$ cat src/rtl/hfrv_trace_buffer.sv
// hfrv_trace_buffer -- retire-trace capture unit for the HF-RISC core.
//
// Taps the retire/writeback path, classifies each retired RV32I instruction
// by major opcode, and stores a filtered record (pc, instr, rd, wdata) in a
// circular buffer drained through a first-word-fall-through valid/ready port.
//
// Optional build macro: HFRV_TRACE_COVER_EN
//   defined   -> ten saturating per-class retire counters, read via cnt_sel
//   undefined -> counters absent, cnt_value tied to zero
module hfrv_trace_buffer #(
   parameter int XLEN  = 32,
   parameter int DEPTH = 16,
   parameter int CNT_W = 16
) (
   input  logic                       clk,
   input  logic                       reset_n,
   input  logic                       clear,
   input  logic                       ret_valid,
   input  logic [XLEN-1:0]            ret_pc,
   input  logic [31:0]                ret_instr,
   input  logic [4:0]                 ret_rd,
   input  logic [XLEN-1:0]            ret_wdata,
   input  logic [9:0]                 filter_mask,
   input  logic                       stop_on_full,
   output logic                       rd_valid,
   input  logic                       rd_ready,
   output logic [XLEN-1:0]            rd_pc,
   output logic [31:0]                rd_instr,
   output logic [4:0]                 rd_rd,
   output logic [XLEN-1:0]            rd_wdata,
   output logic [$clog2(DEPTH):0]     level,
   output logic                       overflow,
   output logic [CNT_W-1:0]           drop_cnt,
   input  logic [3:0]                 cnt_sel,
   output logic [CNT_W-1:0]           cnt_value
);

   localparam int PTR_W = $clog2(DEPTH);
   localparam int LVL_W = PTR_W + 1;
   localparam int NCLS  = 10;

   localparam logic [LVL_W-1:0] LVL_ONE     = LVL_W'(1);
   localparam logic [LVL_W-1:0] LVL_ALMOST  = LVL_W'(DEPTH - 1);

   // Instruction classes, indexed as in filter_mask and the class counters.
   localparam logic [3:0] CLS_LUI    = 4'd0;
   localparam logic [3:0] CLS_AUIPC  = 4'd1;
   localparam logic [3:0] CLS_JAL    = 4'd2;
   localparam logic [3:0] CLS_JALR   = 4'd3;
   localparam logic [3:0] CLS_BRANCH = 4'd4;
   localparam logic [3:0] CLS_LOAD   = 4'd5;
   localparam logic [3:0] CLS_STORE  = 4'd6;
   localparam logic [3:0] CLS_OPIMM  = 4'd7;
   localparam logic [3:0] CLS_OP     = 4'd8;
   localparam logic [3:0] CLS_OTHER  = 4'd9;

   typedef enum logic [1:0] {
      OCC_EMPTY,
      OCC_PARTIAL,
      OCC_FULL
   } occ_e;

   typedef struct packed {
      logic [XLEN-1:0] pc;
      logic [31:0]     instr;
      logic [4:0]      rd;
      logic [XLEN-1:0] wdata;
   } rec_t;

   function automatic logic [3:0] class_of(input logic [6:0] opcode);
      case (opcode)
         7'b0110111: class_of = CLS_LUI;
         7'b0010111: class_of = CLS_AUIPC;
         7'b1101111: class_of = CLS_JAL;
         7'b1100111: class_of = CLS_JALR;
         7'b1100011: class_of = CLS_BRANCH;
         7'b0000011: class_of = CLS_LOAD;
         7'b0100011: class_of = CLS_STORE;
         7'b0010011: class_of = CLS_OPIMM;
         7'b0110011: class_of = CLS_OP;
         default:    class_of = CLS_OTHER;
      endcase
   endfunction

   // ------------------------------------------------------------------
   // State
   // ------------------------------------------------------------------
   occ_e             occ_q,      occ_d;
   logic [PTR_W-1:0] wr_ptr_q,   wr_ptr_d;
   logic [PTR_W-1:0] rd_ptr_q,   rd_ptr_d;
   logic [LVL_W-1:0] level_q,    level_d;
   logic             overflow_q, overflow_d;
   logic [CNT_W-1:0] drop_q,     drop_d;
   logic             mem_we;

   rec_t             mem [DEPTH];
   rec_t             wr_rec;
   rec_t             head_rec;

   logic [3:0]       ret_cls;
   logic             no_wb;
   logic             push;
   logic             pop;

   assign ret_cls = class_of(ret_instr[6:0]);
   assign push    = ret_valid & filter_mask[ret_cls];
   assign rd_valid = (occ_q != OCC_EMPTY);
   assign pop     = rd_valid & rd_ready;

   // Branches and stores have no writeback; an rd of x0 never carries data.
   assign no_wb         = (ret_cls == CLS_BRANCH) || (ret_cls == CLS_STORE);
   assign wr_rec.pc     = ret_pc;
   assign wr_rec.instr  = ret_instr;
   assign wr_rec.rd     = no_wb ? 5'd0 : ret_rd;
   assign wr_rec.wdata  = (no_wb || (ret_rd == 5'd0)) ? '0 : ret_wdata;

   // Occupancy FSM next-state, pointer, level and overflow bookkeeping.
   always_comb begin
      // NOTE: every output of this block gets a default first, so no path
      // through the case below can leave a signal unassigned (no latches).
      occ_d      = occ_q;
      wr_ptr_d   = wr_ptr_q;
      rd_ptr_d   = rd_ptr_q;
      level_d    = level_q;
      overflow_d = overflow_q;
      drop_d     = drop_q;
      mem_we     = 1'b0;

      if (clear) begin
         occ_d      = OCC_EMPTY;
         wr_ptr_d   = '0;
         rd_ptr_d   = '0;
         level_d    = '0;
         overflow_d = 1'b0;
         drop_d     = '0;
      end else begin
         case (occ_q)
            OCC_EMPTY: begin
               // Nothing to pop; a push is stored, never bypassed.
               if (push) begin
                  mem_we   = 1'b1;
                  wr_ptr_d = wr_ptr_q + PTR_W'(1);
                  level_d  = LVL_ONE;
                  occ_d    = OCC_PARTIAL;
               end
            end

            OCC_PARTIAL: begin
               case ({push, pop})
                  2'b11: begin
                     mem_we   = 1'b1;
                     wr_ptr_d = wr_ptr_q + PTR_W'(1);
                     rd_ptr_d = rd_ptr_q + PTR_W'(1);
                  end
                  2'b10: begin
                     mem_we   = 1'b1;
                     wr_ptr_d = wr_ptr_q + PTR_W'(1);
                     level_d  = level_q + LVL_ONE;
                     if (level_q == LVL_ALMOST) occ_d = OCC_FULL;
                  end
                  2'b01: begin
                     rd_ptr_d = rd_ptr_q + PTR_W'(1);
                     level_d  = level_q - LVL_ONE;
                     if (level_q == LVL_ONE) occ_d = OCC_EMPTY;
                  end
                  default: ;
               endcase
            end

            OCC_FULL: begin
               case ({push, pop})
                  2'b11: begin
                     // The pop frees the slot the push fills: no loss.
                     mem_we   = 1'b1;
                     wr_ptr_d = wr_ptr_q + PTR_W'(1);
                     rd_ptr_d = rd_ptr_q + PTR_W'(1);
                  end
                  2'b10: begin
                     overflow_d = 1'b1;
                     if (stop_on_full) begin
                        if (drop_q != '1) drop_d = drop_q + CNT_W'(1);
                     end else begin
                        // Overwrite the oldest record; both pointers move.
                        mem_we   = 1'b1;
                        wr_ptr_d = wr_ptr_q + PTR_W'(1);
                        rd_ptr_d = rd_ptr_q + PTR_W'(1);
                     end
                  end
                  2'b01: begin
                     rd_ptr_d = rd_ptr_q + PTR_W'(1);
                     level_d  = level_q - LVL_ONE;
                     occ_d    = OCC_PARTIAL;
                  end
                  default: ;
               endcase
            end

            default: begin
               occ_d    = OCC_EMPTY;
               wr_ptr_d = '0;
               rd_ptr_d = '0;
               level_d  = '0;
            end
         endcase
      end
   end

   // Control state register with asynchronous reset.
   always_ff @(posedge clk or negedge reset_n) begin
      // NOTE: sequential state uses non-blocking assignments so every
      // register samples the pre-edge value of every other register.
      if (!reset_n) begin
         occ_q      <= OCC_EMPTY;
         wr_ptr_q   <= '0;
         rd_ptr_q   <= '0;
         level_q    <= '0;
         overflow_q <= 1'b0;
         drop_q     <= '0;
      end else begin
         occ_q      <= occ_d;
         wr_ptr_q   <= wr_ptr_d;
         rd_ptr_q   <= rd_ptr_d;
         level_q    <= level_d;
         overflow_q <= overflow_d;
         drop_q     <= drop_d;
      end
   end

   // Record storage write port.
   always_ff @(posedge clk) begin
      // NOTE: the storage array is deliberately not reset; its contents are
      // never observed while EMPTY because the read data is gated below.
      if (mem_we) mem[wr_ptr_q] <= wr_rec;
   end

   // Head record read, forced to zero while the buffer is empty.
   always_comb begin
      head_rec = rd_valid ? mem[rd_ptr_q] : '0;
   end

   assign rd_pc    = head_rec.pc;
   assign rd_instr = head_rec.instr;
   assign rd_rd    = head_rec.rd;
   assign rd_wdata = head_rec.wdata;
   assign level    = level_q;
   assign overflow = overflow_q;
   assign drop_cnt = drop_q;

`ifdef HFRV_TRACE_COVER_EN
   logic [CNT_W-1:0] cls_cnt_q [NCLS];

   // Per-class retire counters: count every retirement, ignoring the filter.
   always_ff @(posedge clk or negedge reset_n) begin
      if (!reset_n) begin
         for (int i = 0; i < NCLS; i++) cls_cnt_q[i] <= '0;
      end else if (clear) begin
         for (int i = 0; i < NCLS; i++) cls_cnt_q[i] <= '0;
      end else if (ret_valid && (cls_cnt_q[ret_cls] != '1)) begin
         cls_cnt_q[ret_cls] <= cls_cnt_q[ret_cls] + CNT_W'(1);
      end
   end

   // Counter read mux; selects past the last class read zero.
   always_comb begin
      cnt_value = '0;
      if (cnt_sel < 4'(NCLS)) cnt_value = cls_cnt_q[cnt_sel];
   end
`else
   logic cnt_sel_unused;

   assign cnt_sel_unused = ^cnt_sel;
   assign cnt_value      = '0;
`endif

endmodule
$ cat config.mk
export PLATFORM = sky130hd
export DESIGN_NAME = hfrv_trace_buffer
export DESIGN_NICKNAME = d
export VERILOG_FILES = /design/src/rtl/hfrv_trace_buffer.sv
export SDC_FILE = /design/constraint.sdc
export NUM_CORES = 1
export LEC_CHECK = 0
export CORE_ASPECT_RATIO = 1.1
export CORE_UTILIZATION = 40
export CTS_CLUSTER_SIZE = 10
export DETAILED_ROUTE_END_ITERATION = 7
export SYNTH_ARGS = -nofsm -noshare
export SYNTH_HDL_FRONTEND = slang
export SYNTH_SLANG_ARGS = --single-unit
$ cat constraint.sdc
create_clock -name clk -period 11.8 [get_ports clk]
set_input_delay 1.77 -clock clk [delete_from_list [all_inputs] [get_ports clk]]
set_output_delay 1.77 -clock clk [all_outputs]
set_load 0.03 [all_outputs]
After elaboration in Yosys (flattened, before gate mapping)
Memory sizes are Yosys's and may differ from the RTL's.
Index checks and enable logic that the tools add are counted.
{"block": "word_totals", "mem_bits_ro": 0, "n_memories": 1, "word_cells": 107, "output_inout_bits": 140, "mem_bits_rw": 1616, "reg_bits": 32, "in_bits": 121, "latch_bits": 0}
{"memory": "mem", "words": 16, "width": 101, "rd": 1, "rd_ports_with_merged_regs": 0, "write_ports": 1, "line": "96", "source": "rec_t mem [DEPTH];"}
{"block": "classes", "n_addsub": 5, "eq_ne": 30, "n_mul": 0, "n_mux": 45, "order_cmp": 1, "reduce_logical": 17, "shifts": 0, "bitwise": 2, "div": 0}
{"cell": "$mux 101", "n": 1}
{"cell": "$mux 16", "n": 5}
{"cell": "$pmux 4 s9", "n": 1}
{"cell": "$mux 32", "n": 1}
{"cell": "$mux 4", "n": 7}
{"cell": "$pmux 4 s3", "n": 2}
{"cell": "$eq 7x6->1 const B", "n": 3}
{"cell": "$eq 7x7->1 const B", "n": 3}
{"cell": "$mux 5", "n": 4}
{"cell": "$ne 4x4->1 const B", "n": 5}
{"cell": "$add 16x1->16 const B", "n": 1}
{"cell": "$ne 16x16->1 const B", "n": 1}
{"cell": "$pmux 4 s2", "n": 2}
{"cell": "$pmux 5 s3", "n": 1}
{"cell": "$eq 7x5->1 const B", "n": 2}
{"cell": "$reduce_and 4->1", "n": 3}
{"cell": "$mux 1", "n": 10}
{"cell": "$mux 2", "n": 5}
{"cell": "$pmux 5 s2", "n": 1}
{"cell": "$reduce_bool 2->1", "n": 5}
{"cell": "$ne 3x3->1 const B", "n": 3}
{"cell": "$add 4x1->4 const B", "n": 2}
{"cell": "$eq 4x3->1 const B", "n": 2}
{"cell": "$eq 7x2->1 const B", "n": 1}
{"cell": "other kinds (23)", "n": 29}

Depth between registers and ports, before layout
{"block": "logic_depth", "word_depth": 12, "mapped_depth": 11, "ltp_nobuf": 9}

Worst setup path before layout
No wires, ideal clock.
{"block": "synth_timing", "path_kind": "input to register", "from": "in ret_instr[6]", "to": "mem mem[13][0] (netlist name), enable pin", "required_ns": 10.991, "setup_ns": 0.809, "setup_slack_ns": -1.964, "path_stages": 10, "n_path_buf": 2, "arrival_time_ns": 12.955, "path_cell_list": "buf_2 -> mux2_2 -> o221ai_1 -> a22oi_1 -> nor4_1 -> a21oi_4 -> nor2_1 -> nand3_1 -> clkbuf_1 -> nor4_1"}
{"block": "synth_between", "elab_chain_len": 12, "elab_cells_between_ends": 23}
{"item": "from (decl)", "line": "20", "source": "input logic [31:0] ret_instr,"}
{"item": "$eq 7x6->1, or another cell as far along", "line": "71", "source": "case (opcode)"}
{"item": "$pmux 4 s9 *", "line": "71"}
{"item": "$bmux 1 s4 *", "line": "106", "source": "assign push = ret_valid & filter_mask[ret_cls];"}
{"item": "$mux 1 (not written as such) *", "line": "106"}
{"item": "$and 1x1->1 *", "line": "106"}
{"item": "$eq 2x2->1", "line": "149, 171"}
{"item": "$reduce_or 2->1 (no source line)"}
{"item": "$mux 1", "line": "149", "source": "case ({push, pop})"}
{"item": "$pmux 1 s3 *", "line": "137", "source": "case (occ_q)"}
{"item": "$mux 1 *", "line": "129", "source": "if (clear) begin"}
{"item": "$mux 1 *", "line": "233", "source": "if (mem_we) mem[wr_ptr_q] <= wr_rec;"}
{"item": "$mux 1 (not written as such) *", "line": "233"}
{"item": "to (decl)", "line": "96"}
Mark *: on every way between the ends. The rest lies on a longest branch, timed or not. The select of a mux whose other input is x is not followed.

Final worst setup path
{"block": "layout_timing", "from": "in ret_instr[5]", "to": "mem mem[4][76] (netlist name), enable pin"}
Same word-level chain as after synthesis.

==> metrics.cfg <==
[clock_tree]
root_buffer = clkbuf_16
htreeDepth = 4
clock_path_buffers = 3
cts.sinks = 1648
clkSlewWorstSetupHoldPaths_ps = 50
clkLatencyLatePin_ps = 800
cts.hold.buffers_added = 0
post_cts_buffers = 0
cts_buffers = 185
cts-resized-gates = 0
cts_tree = yes

[cells_and_area]
final_layout_size_suffix_gt1_frac = 0.258
synthToLayoutAreaGrowth_pct = 15.9
fin_util = 0.467
multiInputGateArea_sq_um = 13900
num-nets-final = 3158
fillCellCount = 12700
seq_area_sq_um = 49300
fin_cells = 5164

[place]
dpl.hpwl_um = 70300
gp_congestion = 0.755
dp.cells = 4928
portBuffers = 240
post-place-ws_ps = 3730

[pwr]
total_power_w = 0.0144
combPwrFrac = 0.193
p_clk_frac = 0.345
p_int_w = 0.0107
p_per_area_nw_per_um2 = 194
swShare = 0.258
p_sw_w = 0.00371
peakVddDrop_v = 0.000132
leakage_nw = 22.3
seqPwrFrac = 0.462

[global_routing]
grt_pass1_wl_um = 215000
grt_overflow = 0
grt_pass1_vias = 31100
antenna_found_initial = 17
track_usage = 0.185
grt_max_degree = 133

[floorplan]
rows = 153
core_sq_um = 158000
die_w_um = 383
io_pins = 261
start_util = 0.403
design.die.area_sq_um = 161000
die_y_um = 421

[timing]
worst_pin_slew_ps = 1230
finClkSkew_ps = 20.2
final.setup.worst_slack_ps = 4550
maxSlewViolCount = 0
finalHoldViolCount = 0
fin_crit_ps = 7250
fmax_mhz = 138
worst_hold_slack_ps = 528
fin_crit_sh = 0.614
max_slew_margin = 0.180
finalSetupViolations = 0
rsz0062_at_grt = false

[routing]
drt_iter0_markers = 2614
drt_first_pass_iters = 8
post_drt_via_cell_ratio = 5.61
drt_wl_total_um = 147000
post_drt_wl_per_cell_um = 28.5
dr_total_vias = 29000
drc = 42
ant_nets = 0

[setup_path]
path_max_fanout = 45
critical_path_class = in2reg
regToRegStartpoint = occ_q[0]
cp-start-kind = primary input
worstPathRequired_ps = 12220
arrival_ps = 7670
cp-end-kind = flip-flop
critPathLaunch = ret_instr[5]

[outcome]
outcome = complete, but fails checks
violations = design-rule violations

[yosys]
synthCells = 2693
synth_edf_count = 1616
synth-adder-area-share = 0.00274
synth_compound_area_frac = 0.00555
synth.distinct_cells = 63
synth.area.top_cells = edfxtp_1 (76%), mux4_2 (18%), and2_1 (1.4%)
synth_area_sq_um = 63800
synth-async-reset-ratio = 0.0194
synth_top_family_by_area = multiplexers
synth_top_area_frac = 0.760
synth_flop_cell = edfxtp_1
ys_seq_elements = 1648
synth-simple-area-share = 0.0249
ys_seq_area_frac = 0.773
synth-xor-area-share = 0.00274
yosysTopAreaCell = edfxtp_1
yosys_warnings = 0
synthMuxAreaShare = 0.180
syn_avg_cell_area_sq_um = 23.7

[hold_path]
timing.hold.worst.start = overflow
hold_path_class = reg2reg

[flow_run]
maxCapViolCount = 0

through the flow:
stage           TNS, ps  instance area, sq um
3_3_place_gp          0                 68900
5_1_grt               0                 74000
2_1_floorplan  -2339090                 63900
4_1_cts               0                 74000
6_report              0                 74000
3_5_place_dp          0                 68900
cell usage after synthesis (all sizes together), types with 3 or more instances:
cell,count
nand2b,12
nand4,6
edfxtp,1616
mux4,505
ha,14
or2,4
o31ai,3
mux2i,9
nor2,36
nor2b,5
inv,17
dfrtp,32
nor4,15
clkbuf,99
o21ai,10
xnor2,4
and2,139
a21oi,6
xor2,16
nand3,13
and3,7
buf,59
nor3,8
nand2,19
flip-flops by register name (all words and copies together), names as in the netlist:
register	flops
occ_q	2
wr_ptr_q	4
rd_ptr_q	4
mem	1616
drop_cnt	16
overflow	1
level	5
placed cells by master, fill, tap and decap left out, types with 3 or more instances in the layout:
cell type and n:
clkinv_8 8, clkbuf_1 23, buf_4 32, diode_2 5, and3_1 7, clkdlybuf4s50_1 240
and2_1 139, clkinv_1 5, conb_1 16, nand4_1 6, mux4_2 505, clkbuf_16 187
nor2b_1 5, o21ai_0 9, buf_12 14, xor2_1 16, dfrtp_4 4, mux2i_1 9
nand2_1 19, dfrtp_1 28, o31ai_1 3, nor2_4 4, nand2b_1 12, nor2_1 32
nor3_1 8, edfxtp_1 1616, inv_6 3, inv_1 16, ha_1 14, or2_2 3
a21oi_1 5, nand3_1 13, nor4_2 13, xnor2_1 4
worst paths after layout:
kind,to,slack [ps],cells after the start
min in group asynchronous,drop_cnt[6],1380,2
worst max register to register,mem[4][76],6440,10
worst min register to register,overflow,530,2
max in group asynchronous,rd_ptr_q[2],10070,2
worst max-delay path,mem[4][76],4550,11
worst min-delay path,overflow,530,2
layer usage:
layer / vias up / share of wire / routed length [um] / track usage
met5: - / 0.00088 / 130 / 0
met4: 18 / 0.016 / 2340 / 0.0453
met3: 196 / 0.056 / 8300 / 0.0344
met2: 824 / 0.51 / 74700 / 0.309
met1: 15900 / 0.42 / 61800 / 0.250
li1: 12000 / - / - / -
cell families after synthesis:
kind of cell	Yosys count
AOI/OAI and AO/OA	44
buffers and inverters	176
xor gates and xnor gates	20
DFF	1648
other	1
and+or+nand+nor	274
muxes	516
adders and majority gates	14
power groups by stage:
stage,logic (W),clock network [W],registers [W]
final,0.00277,0.00496,0.00663
after global routing,0.00295,0.00529,0.00664
after CTS,0.00284,0.00509,0.00663
after detailed placement,0.00283,0,0.00675
after global placement,0.00279,0,0.00674
after floorplan,0.00184,0,0.00673
cell type report:
cell class                      instances  area share
Timing Repair Buffer                  286      0.0395
Tap cell                             2092      0.0354
Inverter                               18    0.000981
Sequential cell                      1648       0.667
Clock inverter                         20     0.00365
Multi-Input combinational cell        884       0.189
Antenna cell                            5    0.000169
Clock buffer                          211      0.0646
worst max-delay path, stage by stage:
cell and delay, ps:
clkdlybuf4s50_1 1170, mux2_2 440, o221ai_1 170, a22oi_1 100, nor4_1 430, a21oi_4 110, nor2_1 220, nand3_1 580
or3_1 710, nor2_4 960, buf_4 900
Power figures use the tool's default switching activity.
